[config.mk]
export PLATFORM = sky130hd
export DESIGN_NAME = pe
export DESIGN_NICKNAME = d
export VERILOG_FILES = /design/src/rtl/pe.sv
export SDC_FILE = /design/constraint.sdc
export NUM_CORES = 1
export LEC_CHECK = 0
export CAP_MARGIN = 15
export CORE_ASPECT_RATIO = 0.8
export CORE_MARGIN = 1.5
export CORE_UTILIZATION = 45
export DETAILED_ROUTE_END_ITERATION = 10
export PLACE_DENSITY_LB_ADDON = 0.25
export SYNTH_ARGS = -nofsm -noshare
export SYNTH_HDL_FRONTEND = slang
export SYNTH_SLANG_ARGS = --single-unit
[constraint.sdc]
create_clock -name clk -period 5.4 [get_ports clk]
set_input_delay 1.08 -clock clk [delete_from_list [all_inputs] [get_ports clk]]
set_output_delay 1.08 -clock clk [all_outputs]
set_load 0.02 [all_outputs]
[src/rtl/pe.sv]
// Processing element: unsigned multiply-accumulate over a fixed window of
// KERNEL_N samples. At the end of each window the sum is shifted right by
// SHIFT and saturated to DATA_W bits, then held on pe_out until the next
// window completes.
module pe #(
  parameter int unsigned DATA_W   = 8,
  parameter int unsigned KERNEL_N = 9,
  parameter int unsigned SHIFT    = 0
) (
  input  logic              clk,
  input  logic              rst,
  input  logic [DATA_W-1:0] pe_in,
  input  logic [DATA_W-1:0] pe_filter,
  output logic [DATA_W-1:0] pe_out
);

  // Accumulator is sized for the worst-case window sum, so it never wraps.
  localparam int unsigned ACC_W  = 2 * DATA_W + $clog2(KERNEL_N);
  localparam int unsigned PROD_W = 2 * DATA_W;
  localparam int unsigned CNT_W  = (KERNEL_N > 1) ? $clog2(KERNEL_N) : 1;

  localparam logic [CNT_W-1:0]  CntLast = CNT_W'(KERNEL_N - 1);
  localparam logic [DATA_W-1:0] OutMax  = {DATA_W{1'b1}};

  logic [CNT_W-1:0]  r_cnt;
  logic [ACC_W-1:0]  r_acc;
  logic [DATA_W-1:0] r_out;

  logic [CNT_W-1:0]  w_cnt_d;
  logic [ACC_W-1:0]  w_acc_d;
  logic [DATA_W-1:0] w_out_d;

  logic [PROD_W-1:0] w_prod;
  logic [ACC_W-1:0]  w_sum;
  logic [ACC_W-1:0]  w_shifted;
  logic              w_last;
  logic              w_first;
  logic              w_sat;

  // Product and running sum, including the sample arriving on this edge.
  always_comb begin
    w_prod    = PROD_W'(pe_in) * PROD_W'(pe_filter);
    w_sum     = r_acc + ACC_W'(w_prod);
    w_shifted = w_sum >> SHIFT;
    w_first   = (r_cnt == '0);
    w_last    = (r_cnt == CntLast);
    // Any set bit above the output width means the value does not fit.
    w_sat     = (w_shifted > ACC_W'(OutMax));
  end

  // Next-state for sample index, accumulator and output register.
  always_comb begin
    w_cnt_d = r_cnt + 1'b1;
    w_acc_d = r_acc;
    w_out_d = r_out;

    if (w_last) begin
      w_cnt_d = '0;
      w_out_d = w_sat ? OutMax : w_shifted[DATA_W-1:0];
    end

    // With KERNEL_N == 1 the first sample is also the last; the window sum
    // is then just the product, which w_sum yields only if acc is zero, so
    // the first-sample path discards the old sum explicitly.
    if (w_first) begin
      w_acc_d = ACC_W'(w_prod);
      if (w_last) begin
        w_out_d = (ACC_W'(w_prod >> SHIFT) > ACC_W'(OutMax)) ?
                  OutMax : w_prod[DATA_W-1+SHIFT -: DATA_W];
      end
    end else if (!w_last) begin
      w_acc_d = w_sum;
    end
  end

  // State registers; reset clears the partial window and the output.
  always_ff @(posedge clk or posedge rst) begin
    if (rst) begin
      r_cnt <= '0;
      r_acc <= '0;
      r_out <= '0;
    end else begin
      r_cnt <= w_cnt_d;
      r_acc <= w_acc_d;
      r_out <= w_out_d;
    end
  end

  assign pe_out = r_out;

endmodule

== Yosys cells after proc, flatten, opt, wreduce, memory -nomap -nowiden ==
Cells that the tools add are included.
Word-level totals
  flip-flop bits (word level): 32
  input bits: 18
  output and inout port bits: 8
  logic and storage cells: 19
Cells by class
  $add $sub $neg: 2
  multiply operators: 1
  $lt $le $gt $ge: 2
  equality and inequality tests: 2
  multiplexer cells: 8
  reductions and logical operators: 1
Operators by type and width (count)
  2-to-1 mux 20 bit: 2
  2-to-1 mux 8 bit: 5
  adder 20 x 16 -> 20 bit: 1
  > comparator 20 x 8 -> 1 bit (second input constant): 1
  > comparator 16 x 8 -> 1 bit (second input constant): 1
  multiplier 8 x 8 -> 16 bit: 1
  adder 4 x 1 -> 4 bit (second input constant): 1
  == test 4 bit (second input constant): 1
  zero test 4 bit: 1
  2-to-1 mux 4 bit: 1
  != test 2 x 1 -> 1 bit (second input constant): 1

== Depth between registers and ports, before layout ==
  depth after elaboration: 7
  mapped depth: 27

== Worst setup path before layout ==
Ideal clock, no wire load.
  kind: input to register
  start: in pe_in[1]
  end: reg with a tool-made name
  arrival: 6286 ps
  data required time: 5273 ps
  path slack: -1013 ps
  cell stages on the path: 23
  path buffers: 2
  cell sequence: and2_1 fa_1 fa_1 fa_1 inv_1 fa_1 inv_1 ha_1 or2_2 o31a_1 a31oi_1 xnor2_1 ha_1 buf_2 a21oi_1 o21ai_1 nor3_2 a211oi_1 or3_1 a211oi_1 and4b_1 buf_6 a31oi_1
RTL lines
  from (decl): line 12  | input logic [DATA_W-1:0] pe_in,

==> impl_metrics.toml <==
[clocking]
root_buffer = "clkbuf_16"
clockBufferDepth = 2
cts.sinks = 32
cts_made_buffers = 5
h-tree-depth = 2
clock_latency_ns = 0.28
cts_tree = "done"
clk_pin_slew_ns = 0.06

[setup_path]
reg2reg_depth = 6
crit_top_cell = "fa_1"
cpPeakStageDelay_ns = 0.53
crit_path_max_fanout = 8
criticalPathCategory = "primary input to register"
critPathSlowestCell = "fa_1"
crit_required_ns = 5.56
worstSetupStartpoint = "pe_in[4]"
r2r-start = "r_cnt[3]"
critPathArrivalTime_ns = 6.37
end_kind = "register"
cp-start-kind = "primary input"
r2r_slack_ns = 2.32

[drt]
drc = 0
drt-total-wl_mm = 12.4
viasPerCell = 5.52
dr_wl_met2_mm = 6.30
top_layer = "met4"
post_drt_wl_per_cell_um = 16.2
met1_length_mm = 5.44
drt_iter0_markers = 248
dr_total_vias = 4244
firstDrtPassIters = 6
ant_nets = 0
met3RoutedLength_um = 492

[synth]
yosysWarnings = 0
synth.area.top_cells = "dfrtp_1 (18%), fa_1 (17%), ha_1 (16%), and2_1 (8.2%), inv_1 (5.0%)"
async_reset_ff_share_pct = 100
synth-seq-area-share_pct = 18.1
yosys.area.top_type = "dfrtp_1"
syn-num-nets = 621
synth_top_area_share_pct = 18.1
synth-seq-cells = 32
synth_area_um2 = 4420
syn_inst = 510
synth.distinct_cells = 52
synth_edf_count = 0
synth_ff_type = "dfrtp_1"
synth.avg_cell_area_um2 = 8.66

[status]
violations = "negative setup slack"
status = "finished, violations left"

[layout]
syn2layout_area_growth_pct = 48.3
antenna_cells = 0
final_nets = 760
layout-drive-gt1-share_pct = 38.9
final_cell_area_um2 = 6550

[timing]
period_share_pct = 115
rsz0062_at_grt = "yes"
fin_crit_ns = 6.21
hold_violations = 0
fmax_mhz = 161
worst_slack_ns = -0.813
setup_viol = 17
worst_pin_slew_ns = 0.954
worst_hold_slack_ns = 0.526
skew_ns = 0.00523
slew_violations = 0
slew_headroom_pct = 36.2

[floorplanning]
rows = 32
die_x_um = 114
design.die.area_um2 = 10400
initial_utilization_pct = 46.0
die_h_um = 91.6
coreArea_um2 = 9610
num_io_pins = 26

[placement]
place_area_um2 = 5500
gp_congestion = 0.837
io_buffers = 25
dp_worst_setup_slack_ns = -1.63
dpl.hpwl_mm = 8.20

[global_route]
overflow = 0
grt_pass1_vias = 4236
grt_usage_pct = 23.0
grt_first_pass_wirelength_mm = 19.6
grt_max_degree = 33
antenna_found_initial = 0

[hold_path]
hold_class = "register to register"

[run]
cap_violations = 0
[synth_stat cells (all sizes together), types with 8 or more instances]
cell type	count
nor2	34
a21o	9
a21oi	37
inv	59
nand2	36
nand3	12
xnor2	18
clkbuf	11
o21ai	21
ha	56
xor2	9
and2	58
nor3	8
fa	37
dfrtp	32
[how the worst min path moves through the flow]
stage	cells past startpoint	start	slack, ns	end
CTS	1	r_cnt[0]	0.49	r_cnt[0]
detailed placement	1	r_cnt[0]	0.48	r_cnt[0]
global placement	1	r_cnt[0]	0.47	r_cnt[0]
floorplan	1	r_cnt[0]	0.45	r_cnt[0]
finish	1	r_cnt[0]	0.53	r_cnt[0]
global route	1	r_cnt[0]	0.53	r_cnt[0]
[through the flow]
step / TNS [ns] / util, % / std cells
2_1_floorplan: -7.19 / - / 510
3_3_place_gp: -26.50 / 57.3 / 727
3_5_place_dp: -28.14 / 57.3 / 727
4_1_cts: -9.36 / 64.7 / 755
5_1_grt: -13.98 / 68.1 / 769
6_report: -10.16 / 68.1 / 769
[logic make-up (layout without fill, tap and decap cells)]
family / Yosys count / in the layout / synth area share, %
and+or+nand+nor: 173 / 173 / 20.2
AOI/OAI and AO/OA: 105 / 105 / 15.4
adders and majority gates: 93 / 93 / 32.6
buffers and inverters: 72 / 212 / 6.32
DFF: 32 / 32 / 18.1
xor gates and xnor gates: 27 / 27 / 5.36
muxes: 8 / 8 / 1.93
[layout by cell type (no fill, tap or decap), types with 4 or more instances in the layout]
cell type | Yosys | layout
nand2_2 | 0 | 5
ha_4 | 0 | 16
o21ai_0 | 18 | 12
xnor2_1 | 18 | 12
inv_2 | 0 | 10
and2_4 | 0 | 8
dfrtp_1 | 32 | 32
a21o_1 | 9 | 9
nor2_1 | 34 | 29
a21oi_4 | 0 | 5
buf_4 | 0 | 107
a21oi_2 | 1 | 9
ha_1 | 56 | 38
and3_4 | 0 | 4
nor3_1 | 7 | 4
xor2_1 | 9 | 6
a21oi_1 | 36 | 23
nor2_2 | 0 | 4
nand3_1 | 12 | 8
nand3_2 | 0 | 4
clkbuf_16 | 0 | 5
o21ai_1 | 2 | 6
nand2_1 | 36 | 29
clkdlybuf4s50_1 | 0 | 9
mux2i_1 | 6 | 6
xnor2_2 | 0 | 5
fa_1 | 37 | 33
o21a_1 | 4 | 4
a31oi_1 | 7 | 5
buf_6 | 1 | 19
and2_1 | 58 | 50
fa_2 | 0 | 4
inv_1 | 59 | 49
[routing by layer]
layer / track usage, % / vias up
li1: - / 2001
met2: 37.3 / 96
met1: 32.5 / 2119
met4: 5.21 / 0
met5: 0 / -
met3: 3.20 / 28
[layout make-up]
| class | instances | area [um^2] |
|---|---|---|
| multi-input cells | 406 | 3980 |
| fillers | 693 | 3060 |
| repair buffers | 145 | 1220 |
| flip-flops and latches | 32 | 801 |
| inverters | 59 | 221 |
| clock buffers | 7 | 153 |
| well taps | 119 | 149 |
| clock inverters | 1 | 30.0 |
[worst max-delay path: cells and delay by family]
family	cells	cell delay, ns
fa+ha+maj	6	2.45
xor+xnor	1	0.16
buf+inv	7	0.74
compound gates	8	1.19
simple gates	4	0.74
[what timing repair did]
action | CTS | global route
endpoints found under the setup margin | 22 | 20
buffers inserted | 20 | 18
hold buffers | 0 | 0
gates cloned | 0 | 0
pin swaps | 67 | 56
gates resized for setup | 151 | 51
Power is not shown: default switching activity piles up to over one toggle a cycle in this logic, so the estimate is an artifact.
